**src/rtl/seq_counter_gen.sv**
```systemverilog
// seq_counter_gen: bounded up/down sequence counter with run/idle FSM and a registered done pulse.
// Wrap statistics are built only when SEQ_CNT_WRAP_STATS_EN is defined.
module seq_counter_gen #(
  parameter int WIDTH   = 2,
  parameter int MIN_VAL = 0,
  parameter int MAX_VAL = (1 << WIDTH) - 1,
  parameter int WRAP_W  = 8
) (
  input  logic              clk,
  input  logic              reset_n,
  input  logic              en,
  input  logic              start,
  input  logic              stop,
  input  logic              load,
  input  logic [WIDTH-1:0]  load_val,
  input  logic              dir,
  input  logic              mode,
  output logic [WIDTH-1:0]  q_out,
  output logic              done,
  output logic              busy,
  output logic [WRAP_W-1:0] wrap_cnt
);
  typedef enum logic {IDLE, RUN} state_t;
  localparam logic [WIDTH-1:0] LO = WIDTH'(MIN_VAL);
  localparam logic [WIDTH-1:0] HI = WIDTH'(MAX_VAL);
  state_t state, state_nx;
  logic [WIDTH-1:0] q_nx, term, init, clamped, stepped;
  logic done_nx;
  assign term    = dir ? HI : LO;
  assign init    = dir ? LO : HI;
  assign clamped = (int'(load_val) < MIN_VAL) ? LO : (int'(load_val) > MAX_VAL) ? HI : load_val;
  // q_out always lies in range, so a step either moves one toward term or wraps from it
  assign stepped = (q_out == term) ? init : dir ? q_out + 1'b1 : q_out - 1'b1;
  assign busy    = state == RUN;
  always_comb begin
    state_nx = state;
    q_nx     = q_out;
    done_nx  = 1'b0;
    if (state == IDLE && start && !stop) begin
      state_nx = RUN;
      q_nx     = init;
    end else if (state == RUN && stop) begin
      state_nx = IDLE;
    end else if (state == RUN && en && !load) begin
      q_nx     = stepped;
      done_nx  = (q_out != term) && (stepped == term);
      state_nx = (done_nx && mode) ? IDLE : RUN;
    end
    if (load) q_nx = clamped;
  end
  always_ff @(posedge clk or negedge reset_n) begin
    if (!reset_n) begin
      state <= IDLE;
      q_out <= LO;
      done  <= 1'b0;
    end else begin
      state <= state_nx;
      q_out <= q_nx;
      done  <= done_nx;
    end
  end
`ifdef SEQ_CNT_WRAP_STATS_EN
  always_ff @(posedge clk or negedge reset_n) begin
    if (!reset_n) wrap_cnt <= '0;
    else if (done_nx && ~&wrap_cnt) wrap_cnt <= wrap_cnt + 1'b1;
  end
`else
  assign wrap_cnt = '0;
`endif
endmodule

```
**config.mk**
```make
export PLATFORM = sky130hd
export DESIGN_NAME = seq_counter_gen
export DESIGN_NICKNAME = d
export VERILOG_FILES = /design/src/rtl/seq_counter_gen.sv
export SDC_FILE = /design/constraint.sdc
export NUM_CORES = 1
export LEC_CHECK = 0
export BUFFER_PORTS_ARGS = -buffer_cell sky130_fd_sc_hd__buf_2
export CAP_MARGIN = 20
export CORE_AREA = 2 2 39 41
export CTS_CLUSTER_DIAMETER = 60
export CTS_CLUSTER_SIZE = 16
export DETAILED_ROUTE_END_ITERATION = 12
export DIE_AREA = 0 0 41 43
export PLACE_DENSITY = 0.5
export SETUP_SLACK_MARGIN = 0.2
export SLEW_MARGIN = 30
export SYNTH_ARGS = -nofsm -noshare
export SYNTH_HDL_FRONTEND = slang
export SYNTH_SLANG_ARGS = --single-unit
export TNS_END_PERCENT = 20
```
**constraint.sdc**
```tcl
create_clock -name clk -period 1.9 [get_ports clk]
set_input_delay 0.38 -clock clk [delete_from_list [all_inputs] [get_ports clk]]
set_output_delay 0.38 -clock clk [all_outputs]
set_load 0.1 [all_outputs]
```
==> report_table.html, run 1 <==
<table>
<tr><th>Metric</th><th>Value</th></tr>
<tr><th colspan="2">Timing</th></tr>
<tr><td>Tcrit/Tclk final</td><td>76.9%</td></tr>
<tr><td>Fmax</td><td>685 MHz</td></tr>
<tr><td>Hold Violations, Final</td><td>0</td></tr>
<tr><td>Final number of max-transition violations</td><td>0</td></tr>
<tr><td>RSZ-0062 raised after global routing</td><td>false</td></tr>
<tr><td>Total Negative Setup Slacks</td><td>0 ns</td></tr>
<tr><td>WHS</td><td>0.316 ns</td></tr>
<tr><td>Setup Skew</td><td>0.00334 ns</td></tr>
<tr><td>Final Setup Violations</td><td>0</td></tr>
<tr><td>Final Worst Setup Slack</td><td>0.439 ns</td></tr>
<tr><td>Final critical delay including setup and external delays</td><td>1.46 ns</td></tr>
<tr><th colspan="2">Critical path</th></tr>
<tr><td>Maximum fanout count along the critical path</td><td>7</td></tr>
<tr><td>Delay of the slowest cell on the worst path</td><td>0.44 ns</td></tr>
<tr><td>WP data required</td><td>1.52 ns</td></tr>
<tr><td>Crit start category</td><td>flop</td></tr>
<tr><td>Setup crit end kind</td><td>output pin</td></tr>
<tr><td>Cell type group with the largest total delay on the critical path</td><td>buffers and inverters</td></tr>
<tr><td>Chain of cells forming the critical path</td><td>buf_2</td></tr>
<tr><td>Crit Path Class</td><td>reg -&gt; out</td></tr>
<tr><td>Crit path max-delay cell type</td><td>buf_2</td></tr>
<tr><td>Crit path buffers/inverters</td><td>1</td></tr>
<tr><td>Worst Path Arrival</td><td>1.08 ns</td></tr>
<tr><th colspan="2">Cells and area</th></tr>
<tr><td>Area of the multi-input gates</td><td>183 um2</td></tr>
<tr><td>Number of inserted diodes</td><td>0</td></tr>
<tr><td>Sequential Area</td><td>104 um2</td></tr>
<tr><td>Number of filler cells placed in the layout</td><td>168</td></tr>
<tr><td>Post-Route Utilization</td><td>29.5%</td></tr>
<tr><td>Nets</td><td>65</td></tr>
<tr><td>Area growth from synthesis to final layout</td><td>28.9%</td></tr>
<tr><td>Share of post-route cells with drive strength above 1</td><td>35.2%</td></tr>
<tr><th colspan="2">Synth</th></tr>
<tr><td>Most instantiated library cell after synthesis</td><td>buf_4</td></tr>
<tr><td>Proportion of synthesized flip-flops having asynchronous set or reset</td><td>100%</td></tr>
<tr><td>Area share of and/or/nand/nor cells after synthesis</td><td>26.9%</td></tr>
<tr><td>Yosys top cell area share</td><td>31.6%</td></tr>
<tr><td>Mean area per synthesized cell</td><td>8.56 um2</td></tr>
<tr><td>Predominant post-synthesis flop cell</td><td>dfrtp_1</td></tr>
<tr><td>Compound-gate portion of the synthesized area</td><td>18.6%</td></tr>
<tr><td>Adder-cell share of the synthesized area</td><td>0%</td></tr>
<tr><td>Xor/xnor cell area share of the yosys netlist</td><td>2.77%</td></tr>
<tr><td>Cell type with the highest aggregate area in the netlist</td><td>dfrtp_1</td></tr>
<tr><td>Synth cell types</td><td>19</td></tr>
<tr><td>Portion of netlist area occupied by mux cells</td><td>0%</td></tr>
<tr><td>Summed instance area of the synthesized netlist</td><td>317 um2</td></tr>
<tr><td>Synth warnings</td><td>0</td></tr>
<tr><td>Ranking of synthesized cells by area</td><td>dfrtp_1, buf_4, nor2b_1, nand2b_1, nand2_1</td></tr>
<tr><td>Flops &amp; latches, synth</td><td>4</td></tr>
<tr><td>Proportion of synthesized chip area in sequential cells</td><td>31.6%</td></tr>
<tr><td>Most common library cells after synthesis</td><td>buf_4, dfrtp_1, nor2b_1, nand2_1</td></tr>
<tr><td>Combinational family with the most area after synthesis</td><td>simple AND/OR/NAND/NOR gates</td></tr>
<tr><td>Post-synth EDFFs</td><td>0</td></tr>
<tr><td>Synthesized netlist cell count</td><td>37</td></tr>
<tr><th colspan="2">CTS</th></tr>
<tr><td>Number of clock sinks</td><td>4</td></tr>
<tr><td>Level count of the clock H-tree</td><td>1</td></tr>
<tr><td>Clock tree from TritonCTS</td><td>yes</td></tr>
<tr><td>Clk root buf</td><td>clkbuf_4</td></tr>
<tr><td>Clock latency on the worst-skew pair</td><td>0.23 ns</td></tr>
<tr><td>Number of clock buffers inserted by TritonCTS</td><td>3</td></tr>
<tr><td>PostCTS Resize Cnt</td><td>0</td></tr>
<tr><td>Clock transition at the registers of the reported paths</td><td>0.04 ns</td></tr>
<tr><td>Maximum clock insertion buffer count</td><td>2</td></tr>
<tr><th colspan="2">Routing</th></tr>
<tr><td>Sum of routed wire length over all layers</td><td>604 um</td></tr>
<tr><td>DRT Pass-1 Iters</td><td>2</td></tr>
<tr><td>Via count normalized by instance count</td><td>3.97</td></tr>
<tr><td>Number of design-rule violations left by the first detailed-router iteration</td><td>8</td></tr>
<tr><td>Number of vias in the routed layout</td><td>278</td></tr>
<tr><td>Remaining DRCs</td><td>0</td></tr>
<tr><td>Final ANT Viol Nets</td><td>0</td></tr>
<tr><td>Wire length per cell after detailed routing</td><td>8.63 um</td></tr>
<tr><th colspan="2">GRT</th></tr>
<tr><td>Global-route usage over all layers</td><td>8.55%</td></tr>
<tr><td>Global-route wire length before repair</td><td>972 um</td></tr>
<tr><td>Pin count of the biggest net entering global routing</td><td>8</td></tr>
<tr><td>Leftover overflow at the end of global routing</td><td>0</td></tr>
<tr><td>Via count of the first global-routing pass</td><td>249</td></tr>
<tr><td>Number of antenna violations at the first check in global routing</td><td>0</td></tr>
<tr><th colspan="2">Pwr</th></tr>
<tr><td>Overall power</td><td>387 uW</td></tr>
<tr><td>Leak</td><td>0.196 nW</td></tr>
<tr><td>Peak supply drop</td><td>0.000510 V</td></tr>
<tr><td>Power density over the cells</td><td>948 mW/mm2</td></tr>
<tr><th colspan="2">Floorplanning</th></tr>
<tr><td>Die ar.</td><td>0.00176 mm2</td></tr>
<tr><td>Initial Utilization</td><td>22.9%</td></tr>
<tr><td>Die width</td><td>41 um</td></tr>
<tr><td>I/O pins</td><td>22</td></tr>
<tr><td>Core Area</td><td>0.00138 mm2</td></tr>
<tr><td>Standard-cell rows</td><td>14</td></tr>
<tr><td>Chip height</td><td>43 um</td></tr>
<tr><th colspan="2">Placement</th></tr>
<tr><td>Post-detail-place hpwl</td><td>512 um</td></tr>
<tr><td>Final RePlAce weighted congestion</td><td>0.733</td></tr>
<tr><td>Number of port buffers</td><td>13</td></tr>
<tr><td>Place WS</td><td>0.359 ns</td></tr>
<tr><th colspan="2">Outcome</th></tr>
<tr><td>Outcome</td><td>complete, no violations</td></tr>
<tr><th colspan="2">Hold path</th></tr>
<tr><td>Worst min-delay path category</td><td>in -&gt; reg</td></tr>
<tr><th colspan="2">Job</th></tr>
<tr><td>Number of max-cap violations</td><td>0</td></tr>
</table>
placed cells by master (no fill, tap or decap), drive strengths merged:
cell / instances
buf: 13
conb: 8
nor2b: 4
dfrtp: 4
clkbuf: 4
nand2: 3
o21ai: 3
nand2b: 2
a21oi: 2
nand3b: 1
or3b: 1
a211oi: 1
o21bai: 1
nor3b: 1
o311a: 1
xnor2: 1
or3: 1
and3: 1
o31a: 1
dlygate4sd3: 1
area by class of cell:
class | count | share of cell area [%]
Clock buffer | 4 | 6.44
Multi-Input combinational cell | 32 | 44.8
Sequential cell | 4 | 25.5
Tap cell | 16 | 4.91
Timing Repair Buffer | 14 | 18.4
kinds of logic after synthesis:
group | after synthesis
buffers and inverters | 8
XOR/XNOR | 1
AND/OR/NAND/NOR | 14
other | 1
AO/OA/AOI/OAI | 9
flip-flops | 4
path summary, 6_finish.rpt:
| kind | endpoint | slack, ns | start | cells past startpoint |
|---|---|---|---|---|
| worst min-delay path | busy | 0.32 | mode | 2 |
| min in group asynchronous | q_out[1] | 0.49 | reset_n | 2 |
| worst max register to register | q_out[1] | 0.45 | q_out[0] | 4 |
| worst min register to register | busy | 0.64 | busy | 2 |
| max in group asynchronous | busy | 1.27 | reset_n | 2 |
| worst max-delay path | q_out[0] | 0.44 | q_out[0] | 1 |
metal layers:
layer | global-route usage (%) | wire (um) | up-vias
met4 | 4.00 | 0 | 0
li1 | - | - | 148
met5 | 0 | 0 | -
met3 | 6.28 | 59 | 0
met1 | 10.4 | 285 | 115
met2 | 10.9 | 259 | 15
stage by stage:
step                instances  area, um2
CTS                        70        408
finish                     70        408
detailed placement         65        372
global route               70        408
global placement           65        372
floorplan                  44        347
repair_timing:
item / in CTS / in global routing
hold endpoints to repair: 4 / 0
setup endpoints to repair: 0 / 0
hold buffers: 1 / 0
buffers inserted: 0 / 0
sequential cells by signal, summed over array words and instances, names as in the netlist:
register / flops
q_out: 2
done: 1
busy: 1
where the power goes:
part / leakage [nW] / total (mW) / internal (mW) / switching (mW)
combinational: 0.134 / 0.173 / 0.0321 / 0.141
clock: 0.0150 / 0.111 / 0.0787 / 0.0325
sequential: 0.0467 / 0.103 / 0.0935 / 0.00951
total: 0.196 / 0.387 / 0.204 / 0.183
No activity file was read; power rests on OpenSTA's default activity.
==> run 2: changes to the inputs <==
--- a/config.mk
+++ b/config.mk
@@ -12,7 +12,7 @@
 export CTS_CLUSTER_SIZE = 16
 export DETAILED_ROUTE_END_ITERATION = 12
 export DIE_AREA = 0 0 41 43
-export PLACE_DENSITY = 0.5
+export PLACE_DENSITY = 0.52
 export SETUP_SLACK_MARGIN = 0.2
 export SLEW_MARGIN = 30
 export SYNTH_ARGS = -nofsm -noshare
==> constraint.sdc (replaced) <==
create_clock -name clk -period 1.3 [get_ports clk]
set_input_delay 0.26 -clock clk [delete_from_list [all_inputs] [get_ports clk]]
set_output_delay 0.26 -clock clk [all_outputs]
set_load 0.1 [all_outputs]
==> report_table.html, run 2 (synthesis gave the netlist of run 1 again) <==
<table>
<tr><th>Metric</th><th>Value</th></tr>
<tr><th colspan="2">Outcome</th></tr>
<tr><td>Outcome</td><td>finished with violations</td></tr>
<tr><td>Failing checks</td><td>setup timing</td></tr>
<tr><th colspan="2">Placement</th></tr>
<tr><td>Post-detail-place hpwl</td><td>590 um (+15%)</td></tr>
<tr><td>Place WS</td><td>-0.177 ns (-0.536 ns)</td></tr>
<tr><td>Post-Place Cell Area</td><td>507 um2 (+36%)</td></tr>
<tr><td>Number of port buffers</td><td>13 (unchanged)</td></tr>
<tr><td>Final RePlAce weighted congestion</td><td>0.744 (+1.6%)</td></tr>
<tr><th colspan="2">Routing</th></tr>
<tr><td>Sum of routed wire length over all layers</td><td>721 um (+19%)</td></tr>
<tr><td>Final ANT Viol Nets</td><td>0 (unchanged)</td></tr>
<tr><td>Wire length per cell after detailed routing</td><td>9.01 um (+4.4%)</td></tr>
<tr><td>Remaining DRCs</td><td>0 (unchanged)</td></tr>
<tr><td>Number of vias in the routed layout</td><td>310 (+12%)</td></tr>
<tr><td>Number of design-rule violations left by the first detailed-router iteration</td><td>1 (-7)</td></tr>
<tr><td>Via count normalized by instance count</td><td>3.88 (-2.4%)</td></tr>
<tr><td>DRT Pass-1 Iters</td><td>4 (+2)</td></tr>
<tr><th colspan="2">Floorplanning</th></tr>
<tr><td>I/O pins</td><td>22 (unchanged)</td></tr>
<tr><td>Standard-cell rows</td><td>14 (unchanged)</td></tr>
<tr><td>Core Area</td><td>0.00138 mm2 (unchanged)</td></tr>
<tr><td>Die ar.</td><td>0.00176 mm2 (unchanged)</td></tr>
<tr><td>Initial Utilization</td><td>22.9% (unchanged)</td></tr>
<tr><td>Chip height</td><td>43 um (unchanged)</td></tr>
<tr><td>Die width</td><td>41 um (unchanged)</td></tr>
<tr><th colspan="2">Critical path</th></tr>
<tr><td>Delay of the slowest cell on the worst path</td><td>0.49 ns (+0.05 ns)</td></tr>
<tr><td>R2R Path End</td><td>q_out[1]</td></tr>
<tr><td>Critical path destination</td><td>q_out[1]</td></tr>
<tr><td>Flop2flop setup slack</td><td>-0.14 ns (-0.59 ns)</td></tr>
<tr><td>Crit path max-delay cell type</td><td>dfrtp_4</td></tr>
<tr><td>Chain of cells forming the critical path</td><td>xnor2_2 -&gt; or3_1 -&gt; and3_1 -&gt; o31a_1</td></tr>
<tr><td>Maximum fanout count along the critical path</td><td>3 (-4)</td></tr>
<tr><td>Setup crit end kind</td><td>flop</td></tr>
<tr><td>Crit path buffers/inverters</td><td>0 (-1)</td></tr>
<tr><td>Worst reg2reg startpoint</td><td>q_out[0]</td></tr>
<tr><td>Cell type group with the largest total delay on the critical path</td><td>flip-flops</td></tr>
<tr><td>Logic depth of the worst path, buffers included</td><td>4 (+3)</td></tr>
<tr><td>WP data required</td><td>1.42 ns (-0.10 ns)</td></tr>
<tr><td>Depth of the worst register-to-register path</td><td>4 (unchanged)</td></tr>
<tr><td>CP startpoint</td><td>q_out[0]</td></tr>
<tr><td>Crit start category</td><td>flop</td></tr>
<tr><td>Worst Path Arrival</td><td>1.56 ns (+0.48 ns)</td></tr>
<tr><td>Crit Path Class</td><td>reg -&gt; reg</td></tr>
<tr><th colspan="2">Timing</th></tr>
<tr><td>Hold Violations, Final</td><td>0 (unchanged)</td></tr>
<tr><td>Tcrit/Tclk final</td><td>110%</td></tr>
<tr><td>RSZ-0062 raised after global routing</td><td>true</td></tr>
<tr><td>Fmax</td><td>697 MHz</td></tr>
<tr><td>Final number of max-transition violations</td><td>0 (unchanged)</td></tr>
<tr><td>WHS</td><td>0.196 ns (-0.120 ns)</td></tr>
<tr><td>Final critical delay including setup and external delays</td><td>1.44 ns</td></tr>
<tr><td>Setup Skew</td><td>0.00605 ns (+0.00271 ns)</td></tr>
<tr><td>Total Negative Setup Slacks</td><td>-0.571 ns (-0.571 ns)</td></tr>
<tr><td>Final Setup Violations</td><td>6 (+6)</td></tr>
<tr><td>Final Worst Setup Slack</td><td>-0.135 ns (-0.575 ns)</td></tr>
<tr><th colspan="2">CTS</th></tr>
<tr><td>Clock transition at the registers of the reported paths</td><td>0.04 ns (about the same)</td></tr>
<tr><td>Clock latency on the worst-skew pair</td><td>0.24 ns (about the same)</td></tr>
<tr><td>Number of clock buffers inserted by TritonCTS</td><td>3 (unchanged)</td></tr>
<tr><td>Clk root buf</td><td>clkbuf_4</td></tr>
<tr><td>Level count of the clock H-tree</td><td>1 (unchanged)</td></tr>
<tr><td>Number of clock sinks</td><td>4 (unchanged)</td></tr>
<tr><td>Maximum clock insertion buffer count</td><td>2 (unchanged)</td></tr>
<tr><td>Clock tree from TritonCTS</td><td>yes</td></tr>
<tr><th colspan="2">GRT</th></tr>
<tr><td>Pin count of the biggest net entering global routing</td><td>6 (-2)</td></tr>
<tr><td>Global-route usage over all layers</td><td>10.4% (+1.8 points)</td></tr>
<tr><td>Number of antenna violations at the first check in global routing</td><td>0 (unchanged)</td></tr>
<tr><td>Global-route wire length before repair</td><td>1.24 mm (+28%)</td></tr>
<tr><td>Via count of the first global-routing pass</td><td>321 (+29%)</td></tr>
<tr><td>Leftover overflow at the end of global routing</td><td>0 (unchanged)</td></tr>
<tr><th colspan="2">Cells and area</th></tr>
<tr><td>Most frequent cells in the layout</td><td>buf_2, buf_4, conb_1</td></tr>
<tr><td>Share of post-route cells with drive strength above 1</td><td>48.4% (+13 points)</td></tr>
<tr><td>Post-Route Utilization</td><td>41.0% (+11 points)</td></tr>
<tr><td>Area growth from synthesis to final layout</td><td>79.1%</td></tr>
<tr><td>Area of the multi-input gates</td><td>195 um2 (+6.8%)</td></tr>
<tr><td>Number of filler cells placed in the layout</td><td>157 (-6.5%)</td></tr>
<tr><td>Number of flip-flops under the largest register name</td><td>2 (unchanged)</td></tr>
<tr><td>Number of inserted diodes</td><td>0 (unchanged)</td></tr>
<tr><td>Nets</td><td>75 (+15%)</td></tr>
<tr><td>Register with the highest flop count</td><td>q_out</td></tr>
<tr><td>Sequential Area</td><td>111 um2 (+7.2%)</td></tr>
<tr><td>Post-Layout Inst Area</td><td>567 um2 (+39%)</td></tr>
<tr><th colspan="2">Job</th></tr>
<tr><td>Number of max-cap violations</td><td>0 (unchanged)</td></tr>
<tr><th colspan="2">Pwr</th></tr>
<tr><td>Power density over the cells</td><td>1170 mW/mm2 (+24%)</td></tr>
<tr><td>Leak</td><td>0.269 nW (+38%)</td></tr>
<tr><td>Peak supply drop</td><td>0.000477 V (-6.4%)</td></tr>
<tr><th colspan="2">Hold path</th></tr>
<tr><td>Startpoint of the worst hold path</td><td>mode</td></tr>
<tr><td>Worst min-delay path category</td><td>in -&gt; reg</td></tr>
</table>
-- run 2: what timing repair did --
item                       in CTS  in global routing
buffers inserted                2                  0
hold buffers                    1                  0
pin swaps                       2                  0
setup endpoints to repair       7                  7
hold endpoints to repair        4                  0
gates resized for setup         2                  1
-- run 2: report_power, final --
| group | switching [mW] | internal (mW) | total, mW |
|---|---|---|---|
| combinational | 0.226 | 0.118 | 0.344 |
| clock | 0.0539 | 0.115 | 0.169 |
| sequential | 0.0113 | 0.141 | 0.152 |
| total | 0.291 | 0.374 | 0.665 |
-- run 2: how the worst min path moves through the flow --
stage	slack [ns]	cells after the start	endpoint
floorplan	-0.04	0	done
global placement	0.07	1	done
detailed placement	0.07	1	done
CTS	0.19	2	busy
global route	0.22	2	busy
finish	0.20	2	busy
-- run 2: cell type report --
class / count / area share (%)
Timing Repair Buffer: 24 / 37.7
Clock buffer: 4 / 4.64
Tap cell: 16 / 3.53
Sequential cell: 4 / 19.6
Multi-Input combinational cell: 32 / 34.4
-- run 2: metal layers --
layer	vias to the layer above	part of all wire, %	GRT usage [%]
met5	-	0	0
met3	0	4.9	2.09
met2	8	52	15.0
met1	136	43	13.7
li1	166	-	-
met4	0	0	6.00
-- run 2: stage by stage --
step,power (mW),cells
final,0.665,80
after floorplan,0.393,44
after detailed placement,0.483,73
after global routing,0.703,80
after global placement,0.482,73
after CTS,0.679,80
==> run 3: changes to the inputs <==
--- a/config.mk
+++ b/config.mk
@@ -6,7 +6,6 @@
 export NUM_CORES = 1
 export LEC_CHECK = 0
 export BUFFER_PORTS_ARGS = -buffer_cell sky130_fd_sc_hd__buf_2
-export CAP_MARGIN = 20
 export CORE_AREA = 2 2 39 41
 export CTS_CLUSTER_DIAMETER = 60
 export CTS_CLUSTER_SIZE = 16
@@ -14,8 +13,9 @@
 export DIE_AREA = 0 0 41 43
 export PLACE_DENSITY = 0.52
 export SETUP_SLACK_MARGIN = 0.2
+export SKIP_CTS_REPAIR_TIMING = 1
 export SLEW_MARGIN = 30
 export SYNTH_ARGS = -nofsm -noshare
 export SYNTH_HDL_FRONTEND = slang
 export SYNTH_SLANG_ARGS = --single-unit
-export TNS_END_PERCENT = 20
+export TNS_END_PERCENT = 30
==> report_table.html, run 3 (synthesis gave the netlist of run 1 again) <==
<table>
<tr><th>Metric</th><th>Value</th></tr>
<tr><th colspan="2">Timing</th></tr>
<tr><td>Setup Skew</td><td>0.0108 ns (+0.00474 ns)</td></tr>
<tr><td>Final Worst Setup Slack</td><td>-0.184 ns (-0.0485 ns)</td></tr>
<tr><td>Hold Violations, Final</td><td>0 (unchanged)</td></tr>
<tr><td>Tcrit/Tclk final</td><td>114% (+3.7 points)</td></tr>
<tr><td>RSZ-0062 raised after global routing</td><td>true</td></tr>
<tr><td>Final critical delay including setup and external delays</td><td>1.48 ns (+0.0485 ns)</td></tr>
<tr><td>Final number of max-transition violations</td><td>0 (unchanged)</td></tr>
<tr><td>Total Negative Setup Slacks</td><td>-0.398 ns (+0.173 ns)</td></tr>
<tr><td>Fmax</td><td>674 MHz (-3.3%)</td></tr>
<tr><td>Final Setup Violations</td><td>6 (unchanged)</td></tr>
<tr><th colspan="2">Cells and area</th></tr>
<tr><td>Area growth from synthesis to final layout</td><td>70.4%</td></tr>
<tr><td>Number of flip-flops under the largest register name</td><td>2 (unchanged)</td></tr>
<tr><td>Nets</td><td>71 (-5.3%)</td></tr>
<tr><td>Most frequent cells in the layout</td><td>buf_2, conb_1, buf_4</td></tr>
<tr><td>Share of post-route cells with drive strength above 1</td><td>46.7% (-1.8 points)</td></tr>
<tr><td>Register with the highest flop count</td><td>q_out</td></tr>
<tr><td>Post-Layout Inst Area</td><td>539 um2 (-4.9%)</td></tr>
<tr><td>Number of inserted diodes</td><td>0 (unchanged)</td></tr>
<tr><td>Leading cell type in the layout, fill and taps excluded</td><td>buf_2</td></tr>
<tr><th colspan="2">GRT</th></tr>
<tr><td>Global-route wire length before repair</td><td>1.22 mm (-1.7%)</td></tr>
<tr><td>Leftover overflow at the end of global routing</td><td>0 (unchanged)</td></tr>
<tr><td>Number of antenna violations at the first check in global routing</td><td>0 (unchanged)</td></tr>
<tr><td>Pin count of the biggest net entering global routing</td><td>7 (+1)</td></tr>
<tr><td>Via count of the first global-routing pass</td><td>311 (-3.1%)</td></tr>
<tr><td>Global-route usage over all layers</td><td>10.7% (+0.29 points)</td></tr>
<tr><th colspan="2">Critical path</th></tr>
<tr><td>Setup crit end kind</td><td>flop</td></tr>
<tr><td>Depth of the worst register-to-register path</td><td>4 (unchanged)</td></tr>
<tr><td>R2R Path End</td><td>q_out[1]</td></tr>
<tr><td>Maximum fanout count along the critical path</td><td>4 (+1)</td></tr>
<tr><td>WP data required</td><td>1.42 ns (about the same)</td></tr>
<tr><td>Worst reg2reg startpoint</td><td>q_out[1]</td></tr>
<tr><td>Crit Path Class</td><td>reg -&gt; reg</td></tr>
<tr><td>Cell type group with the largest total delay on the critical path</td><td>flip-flops</td></tr>
<tr><td>Crit path max-delay cell type</td><td>dfrtp_4</td></tr>
<tr><td>Chain of cells forming the critical path</td><td>xnor2_2 -&gt; or3_1 -&gt; and3_1 -&gt; o31a_1</td></tr>
<tr><td>Crit path buffers/inverters</td><td>0 (unchanged)</td></tr>
<tr><td>Flop2flop setup slack</td><td>-0.18 ns (-0.05 ns)</td></tr>
<tr><td>Delay of the slowest cell on the worst path</td><td>0.49 ns (about the same)</td></tr>
<tr><td>Crit start category</td><td>flop</td></tr>
<tr><td>Worst Path Arrival</td><td>1.61 ns (+0.05 ns)</td></tr>
<tr><th colspan="2">Routing</th></tr>
<tr><td>Number of vias in the routed layout</td><td>304 (-1.9%)</td></tr>
<tr><td>Final ANT Viol Nets</td><td>0 (unchanged)</td></tr>
<tr><td>DRT Pass-1 Iters</td><td>4 (unchanged)</td></tr>
<tr><td>Number of design-rule violations left by the first detailed-router iteration</td><td>6 (+5)</td></tr>
<tr><td>Via count normalized by instance count</td><td>4.00 (+3.2%)</td></tr>
<tr><td>Remaining DRCs</td><td>0 (unchanged)</td></tr>
<tr><td>Wire length per cell after detailed routing</td><td>9.07 um (+0.59%)</td></tr>
<tr><td>Sum of routed wire length over all layers</td><td>689 um (-4.4%)</td></tr>
<tr><th colspan="2">CTS</th></tr>
<tr><td>Clock transition at the registers of the reported paths</td><td>0.04 ns (about the same)</td></tr>
<tr><td>Clock tree from TritonCTS</td><td>yes</td></tr>
<tr><td>Number of clock buffers inserted by TritonCTS</td><td>3 (unchanged)</td></tr>
<tr><td>Number of clock sinks</td><td>4 (unchanged)</td></tr>
<tr><td>Maximum clock insertion buffer count</td><td>2 (unchanged)</td></tr>
<tr><td>Clock latency on the worst-skew pair</td><td>0.24 ns (about the same)</td></tr>
<tr><td>Level count of the clock H-tree</td><td>1 (unchanged)</td></tr>
<tr><td>Clk root buf</td><td>clkbuf_4</td></tr>
<tr><th colspan="2">Placement</th></tr>
<tr><td>Post-Place Cell Area</td><td>497 um2 (-2.0%)</td></tr>
<tr><td>Final RePlAce weighted congestion</td><td>0.721 (-3.1%)</td></tr>
<tr><td>Post-detail-place hpwl</td><td>598 um (+1.3%)</td></tr>
<tr><td>Number of port buffers</td><td>13 (unchanged)</td></tr>
<tr><th colspan="2">Job</th></tr>
<tr><td>Number of max-cap violations</td><td>0 (unchanged)</td></tr>
<tr><th colspan="2">Hold path</th></tr>
<tr><td>Capture endpoint of the worst hold path</td><td>busy</td></tr>
<tr><td>Min-Delay Path Depth</td><td>2 (unchanged)</td></tr>
<tr><td>Worst min-delay path category</td><td>in -&gt; reg</td></tr>
<tr><td>Startpoint of the worst hold path</td><td>mode</td></tr>
<tr><th colspan="2">Pwr</th></tr>
<tr><td>Overall power</td><td>645 uW (-3.0%)</td></tr>
<tr><td>Power density over the cells</td><td>1200 mW/mm2 (+1.9%)</td></tr>
<tr><td>Leak</td><td>0.249 nW (-7.5%)</td></tr>
<tr><td>Peak supply drop</td><td>0.000528 V (+11%)</td></tr>
<tr><th colspan="2">Floorplanning</th></tr>
<tr><td>Initial Utilization</td><td>22.9% (unchanged)</td></tr>
<tr><td>Chip height</td><td>43 um (unchanged)</td></tr>
<tr><td>Die width</td><td>41 um (unchanged)</td></tr>
<tr><td>Standard-cell rows</td><td>14 (unchanged)</td></tr>
<tr><td>I/O pins</td><td>22 (unchanged)</td></tr>
<tr><td>Core Area</td><td>0.00138 mm2 (unchanged)</td></tr>
<tr><td>Die ar.</td><td>0.00176 mm2 (unchanged)</td></tr>
<tr><th colspan="2">Outcome</th></tr>
<tr><td>Outcome</td><td>finished with violations</td></tr>
<tr><td>Failing checks</td><td>setup timing</td></tr>
</table>
## run 3: worst max path at each step
stage	cells after the start	start	to	slack (ns)
final	4	q_out[1]	q_out[1]	-0.18
after global routing	4	q_out[1]	q_out[1]	-0.23
after CTS	4	q_out[1]	q_out[1]	-0.19
after detailed placement	4	q_out[1]	q_out[1]	-0.18
after global placement	4	q_out[1]	q_out[1]	-0.15
after floorplan	4	q_out[1]	q_out[1]	-0.33
## run 3: worst register-to-register path: cells and delay by family (launching register included)
kind | cells | cell delay (ns)
xor+xnor | 1 | 0.14
simple gates | 2 | 0.46
compound gates | 1 | 0.27
flops | 1 | 0.49
## run 3: power by group
group	switching, mW	internal, mW	total, mW
clock network	0.0549	0.115	0.170
registers	0.0108	0.141	0.152
logic	0.223	0.100	0.323
total	0.288	0.357	0.645
## run 3: metal layers
| layer | part of all wire, % | track usage [%] |
|---|---|---|
| met1 | 38 | 12.0 |
| met2 | 56 | 15.6 |
| met3 | 6.2 | 2.09 |
| met4 | 0 | 10.0 |
| met5 | 0 | 0 |
## run 3: through the flow
stage                     std cells  utilization [%]  setup slack, ns  hold WS (ns)
after floorplan                  44                -           -0.328       -0.0356
after global routing             76             39.0           -0.226         0.208
after global placement           71             35.9           -0.153        0.0704
after CTS                        75             37.8           -0.189        -0.195
final                            76             39.0           -0.184         0.205
after detailed placement         71             35.9           -0.179        0.0702
## run 3: area by class of cell
cell class,count,area (um2)
Clock buffer,4,26.3
Timing Repair Buffer,20,184
Multi-Input combinational cell,32,198
Tap cell,16,20.0
Fill cell,142,845
Sequential cell,4,111
